$ cat src/rtl/ser_pkg.sv
// Shared types and constants for the bit serializer.
package ser_pkg;

    localparam int SER_DEFAULT_WIDTH = 8;

    typedef enum logic {
        IDLE  = 1'b0,
        SHIFT = 1'b1
    } ser_state_e;

endpackage

$ cat src/rtl/bit_serializer.sv
// Parallel-to-serial converter: one word in, WIDTH bits out, with a one-entry holding register.
// Latency: first bit on dout the cycle after acceptance; back-to-back words stream with no gap.
// Backpressure: in_ready = !hold_full, so one word can queue behind the word being shifted.
module bit_serializer
    import ser_pkg::*;
#(
    parameter int WIDTH     = SER_DEFAULT_WIDTH,
    parameter bit MSB_FIRST = 1'b1
) (
    input  logic             clk,
    input  logic             rst_n,
    input  logic [WIDTH-1:0] in_data,
    input  logic             in_valid,
    output logic             in_ready,
    output logic             dout,
    output logic             dout_valid,
    output logic             last_bit,
    output logic             busy
);

    localparam int            CW       = $clog2(WIDTH);
    localparam logic [CW-1:0] CNT_LAST = CW'(WIDTH - 1);

    ser_state_e       state_q, state_d;
    logic [CW-1:0]    cnt_q, cnt_d;
    logic [WIDTH-1:0] shift_q, shift_d;
    logic [WIDTH-1:0] hold_q, hold_d;
    logic             hold_full_q, hold_full_d;
    logic             dout_q, dout_d;
    logic             dout_valid_q, dout_valid_d;
    logic             last_bit_q, last_bit_d;

    logic             accept;
    logic             at_last;
    logic             load;
    logic [WIDTH-1:0] load_word;

    function automatic logic first_bit(input logic [WIDTH-1:0] w);
        return MSB_FIRST ? w[WIDTH-1] : w[0];
    endfunction

    // The shift register holds only the bits not yet presented on dout.
    function automatic logic [WIDTH-1:0] drop_bit(input logic [WIDTH-1:0] w);
        return MSB_FIRST ? (w << 1) : (w >> 1);
    endfunction

    assign in_ready = ~hold_full_q;
    assign accept   = in_valid & ~hold_full_q;
    assign at_last  = (state_q == SHIFT) && (cnt_q == CNT_LAST);

    always_comb begin
        state_d      = state_q;
        cnt_d        = cnt_q;
        shift_d      = shift_q;
        hold_d       = hold_q;
        hold_full_d  = hold_full_q;
        dout_d       = dout_q;
        dout_valid_d = dout_valid_q;
        last_bit_d   = last_bit_q;
        load         = 1'b0;
        load_word    = in_data;

        case (state_q)
            IDLE: begin
                if (accept) begin
                    load = 1'b1;
                end
            end
            SHIFT: begin
                if (at_last) begin
                    if (hold_full_q) begin
                        load        = 1'b1;
                        load_word   = hold_q;
                        hold_full_d = 1'b0;
                    end else if (accept) begin
                        load = 1'b1;
                    end else begin
                        state_d      = IDLE;
                        cnt_d        = '0;
                        dout_d       = 1'b0;
                        dout_valid_d = 1'b0;
                        last_bit_d   = 1'b0;
                    end
                end else begin
                    dout_d     = first_bit(shift_q);
                    shift_d    = drop_bit(shift_q);
                    cnt_d      = cnt_q + 1'b1;
                    last_bit_d = (cnt_d == CNT_LAST);
                    if (accept) begin
                        hold_d      = in_data;
                        hold_full_d = 1'b1;
                    end
                end
            end
            default: begin
                state_d = IDLE;
            end
        endcase

        // A new word always starts at bit 0; WIDTH >= 2 so bit 0 is never the last.
        if (load) begin
            state_d      = SHIFT;
            cnt_d        = '0;
            dout_d       = first_bit(load_word);
            shift_d      = drop_bit(load_word);
            dout_valid_d = 1'b1;
            last_bit_d   = 1'b0;
        end
    end

    always_ff @(posedge clk or negedge rst_n) begin
        if (!rst_n) begin
            state_q      <= IDLE;
            cnt_q        <= '0;
            shift_q      <= '0;
            hold_q       <= '0;
            hold_full_q  <= 1'b0;
            dout_q       <= 1'b0;
            dout_valid_q <= 1'b0;
            last_bit_q   <= 1'b0;
        end else begin
            state_q      <= state_d;
            cnt_q        <= cnt_d;
            shift_q      <= shift_d;
            hold_q       <= hold_d;
            hold_full_q  <= hold_full_d;
            dout_q       <= dout_d;
            dout_valid_q <= dout_valid_d;
            last_bit_q   <= last_bit_d;
        end
    end

    assign dout       = dout_q;
    assign dout_valid = dout_valid_q;
    assign last_bit   = last_bit_q;
    assign busy       = (state_q == SHIFT) | hold_full_q;

endmodule

$ cat config.mk
export PLATFORM = sky130hd
export DESIGN_NAME = bit_serializer
export DESIGN_NICKNAME = d
export VERILOG_FILES = /design/src/rtl/ser_pkg.sv /design/src/rtl/bit_serializer.sv
export SDC_FILE = /design/constraint.sdc
export NUM_CORES = 1
export LEC_CHECK = 0
export CAP_MARGIN = 5
export CORE_ASPECT_RATIO = 0.75
export CORE_MARGIN = 1
export CORE_UTILIZATION = 55
export DETAILED_ROUTE_END_ITERATION = 6
export DONT_BUFFER_PORTS = 1
export GPL_TIMING_DRIVEN = 0
export PLACE_DENSITY = 0.73
export RECOVER_POWER = 25
export SLEW_MARGIN = 20
export SYNTH_ARGS = -nofsm -noshare
export SYNTH_HDL_FRONTEND = slang
export SYNTH_SLANG_ARGS = --single-unit
$ cat constraint.sdc
create_clock -name clk -period 1.7 [get_ports clk]
set_input_delay 0.17 -clock clk [delete_from_list [all_inputs] [get_ports clk]]
set_output_delay 0.17 -clock clk [all_outputs]
set_load 0.05 [all_outputs]
==> run_results.csv <==
group,metric,value,unit
sta,tns,0,ns
route,drt_iter0_markers,24,
clocking,path_clk_slew,0.14,ns
floorplan,io_pins,16,
floorplan,fp.dieH,42.66,um
logic_synthesis,ys_seq_elements,23,
grt,grt_overflow_total,0,
job,maxCapViolCount,0,
setup_path,crit_fanout,6,
grt,antenna_found_initial,0,
logic_synthesis,synth_top_area_cell,"dfrtp_1",
logic_synthesis,synthDistinctLibCells,30,
setup_path,crit_path_end_kind,"flop",
grt,grt_use_met3,7.012,%
logic_synthesis,netlist.area_leader.share,47.47,%
logic_synthesis,synth_cells,116,
logic_synthesis,synth_flop_cell,"dfrtp_1",
sta,maxSlewViolCount,0,
layout,drive_above_1_share,25.37,%
route,drt-total-wl,2749,um
floorplan,core,2049,um2
layout,final_nets,149,
grt,grtUsageMet1,35.98,%
clocking,cts_buffer_depth,2,
setup_path,crit_required,1.92,ns
logic_synthesis,synth_xor_xnor_area_share,0,%
logic_synthesis,synth.avg_cell_area,10.45,um2
route,drc,0,
sta,whs,0.02030,ns
logic_synthesis,synth_compound_area_share,20.33,%
placed_design,io_buffer_count,0,
logic_synthesis,ys_top_cells_by_area,"dfrtp_1 (47%), mux2_2 (7.4%), nor2_1 (4.3%)",
clocking,clkSinkCount,23,
grt,grt_util_all_layers,25.29,%
sta,timing.slew.headroom,14.64,%
grt,grt_pass1_wl,4436,um
floorplan,initial_utilization,59.16,%
logic_synthesis,yosys.area_share.adder,3.096,%
logic_synthesis,ys_seq_area_share,47.47,%
sta,fin_crit,1.622,ns
power,powerDensity,1906,nW/um2
setup_path,cp-start-kind,"flop",
route,postRouteAntennaNets,0,
logic_synthesis,synth_edf_count,0,
placed_design,routabilityCongestion,0.8104,
layout,syn2layout_area_growth,19.09,%
sta,finalHoldViolCount,0,
clocking,cts_tree,"built",
sta,rsz0062_at_grt,"no",
grt,gr-max-usage-layer,"met2",
logic_synthesis,syn_area,1212,um2
sta,setup_viol,0,
sta,fmaxAchievable,616.6,MHz
grt,grt_max_degree,24,
placed_design,dp_hpwl,1606,um
sta,tightest_slew,1.280,ns
logic_synthesis,ys_warn_count,0,
clocking,htreeDepth,1,
placed_design,dp.cells,140,
route,wl_per_cell,17.40,um
layout,instances_no_fill,158,
setup_path,crit_arrival,1.84,ns
power,leakagePower,0.6484,nW
clocking,clock_latency,0.33,ns
route,dr.pass1.iters,4,
layout,fillers,149,
clocking,cts_made_buffers,3,
sta,fin_skew,0.01263,ns
floorplan,die_w,56.22,um
logic_synthesis,synth-simple-area-share,13.93,%
floorplan,fp.dieArea,2398,um2
logic_synthesis,synth_mux_area_share,8.256,%
floorplan,num_rows,14,
logic_synthesis,syn_nets,130,
layout,final_cell_area,1444,um2
route,via_per_inst,6.000,
grt,grt_util_met2,37.86,%
logic_synthesis,async_flop_share,100.0,%
placed_design,place_area,1242,um2
outcome,status,"finished, final reports clean",
grt,grt_pass1_vias,923,
hold_path,hold_class,"in2reg",
clocking,root_buffer,"clkbuf_4",
route,via_count,948,
sta,period_share,95.40,%
layout,insertedDiodeCount,0,
power,ir_drop,1277,uV
setup_path,path_class,"reg2reg",
logic_synthesis,synth_top_family_by_area,"compound AO/OA/AOI/OAI gates",
metal layers:
metal	part of all wire (%)	vias up
li1	-	450
met1	49	457
met2	43	34
met3	5.2	7
met4	2.4	0
met5	0	-
Yosys cell counts, types with 4 or more instances:
| cell type | number |
|---|---|
| a221oi_1 | 5 |
| a21oi_1 | 4 |
| mux2_2 | 8 |
| buf_2 | 4 |
| nor2_1 | 14 |
| o22ai_1 | 8 |
| dfrtp_1 | 23 |
| nand2b_1 | 4 |
| a22o_1 | 6 |
| o21ai_0 | 4 |
| nand2_1 | 6 |
| inv_1 | 9 |
state kept, by name (all words and copies together), names as in the netlist:
| name | cells |
|---|---|
| dout | 1 |
| state_q | 1 |
| hold_full_q | 1 |
| last_bit | 1 |
| hold_q | 8 |
| cnt_q | 3 |
| dout_valid | 1 |
| shift_q | 7 |
per-stage QoR:
step                      utilization (%)  power, mW  setup WS (ns)
after floorplan                         -      2.067        0.06496
after global placement              60.62      2.248        -0.1075
after detailed placement            60.62      2.295        -0.1344
after CTS                           69.11      2.673        0.03694
after global routing                70.45      2.947        0.02889
final                               70.45      2.752        0.07825
critical path, cell delays in order, from the launching register on:
cell and delay [ns]:
dfrtp_1 0.41, ha_2 0.20, ha_4 0.18, nand2b_4 0.15, nor2_4 0.12, buf_12 0.13, mux2_2 0.32
what timing repair did:
| item | 4_1_cts | 5_1_grt |
|---|---|---|
| endpoints found under the hold margin | 31 | 23 |
| pin swaps | 1 | 1 |
| gates cloned | 0 | 0 |
| endpoints found under the setup margin | 8 | 15 |
| resized for setup | 3 | 5 |
| buffers inserted | 4 | 0 |
| hold buffers | 9 | 1 |
placed cells by master (no fill, tap or decap):
cell type	n
dfrtp_1	23
nor2_1	14
inv_1	9
dlygate4sd3_1	9
mux2_2	8
o22ai_1	8
nand2_1	6
a22o_1	6
buf_4	5
clkbuf_4	4
o21ai_0	4
a221oi_1	4
a21oi_1	4
nand2b_1	3
buf_2	3
nand2b_4	2
a221oi_2	2
nor2b_2	1
buf_6	1
a21oi_4	1
clkbuf_2	1
or2_4	1
nor2_4	1
nand3b_1	1
nand4b_1	1
a32o_1	1
nor3b_1	1
a221o_1	1
mux2i_1	1
o32ai_1	1
nor3_1	1
ha_1	1
ha_2	1
ha_4	1
clkinvlp_4	1
clkbuf_1	1
buf_12	1
cells by family after synthesis:
kind of cell               count (synthesis)
AOI/OAI and AO/OA                         32
adders and majority gates                  3
buffers and inverters                     17
DFF                                       23
muxes                                      9
and+or+nand+nor                           32
cell type report:
| class | count | area [um2] | share of cell area [%] |
|---|---|---|---|
| clock buffers | 3 | 22.52 | 1.560 |
| plain buffers | 8 | 53.80 | 3.726 |
| well taps | 24 | 30.03 | 2.080 |
| inverters | 9 | 33.78 | 2.340 |
| flip-flops and latches | 23 | 575.6 | 39.86 |
| multi-input cells | 76 | 584.3 | 40.47 |
| clock inverters | 1 | 7.507 | 0.5199 |
| repair buffers | 14 | 136.4 | 9.445 |
power breakdown:
group,switching (mW),total [mW],leakage [nW],internal (mW)
combinational,0.722,1.40,0.362,0.674
sequential,0.278,1.09,0.272,0.811
clock,0.177,0.267,0.0139,0.0901
path summary, 6_finish.rpt:
check	startpoint	to	slack, ns	depth (start not counted)
setup reg to reg	cnt_q[0]	hold_q[6]	0.08	6
hold / removal	in_valid	hold_full_q	0.02	2
max in group asynchronous	rst_n	shift_q[4]	0.31	2
setup / recovery	cnt_q[0]	hold_q[6]	0.08	6
min in group asynchronous	rst_n	hold_q[3]	0.63	2
hold reg to reg	hold_q[4]	hold_q[4]	0.52	1
No activity file was read; power rests on OpenSTA's default activity.
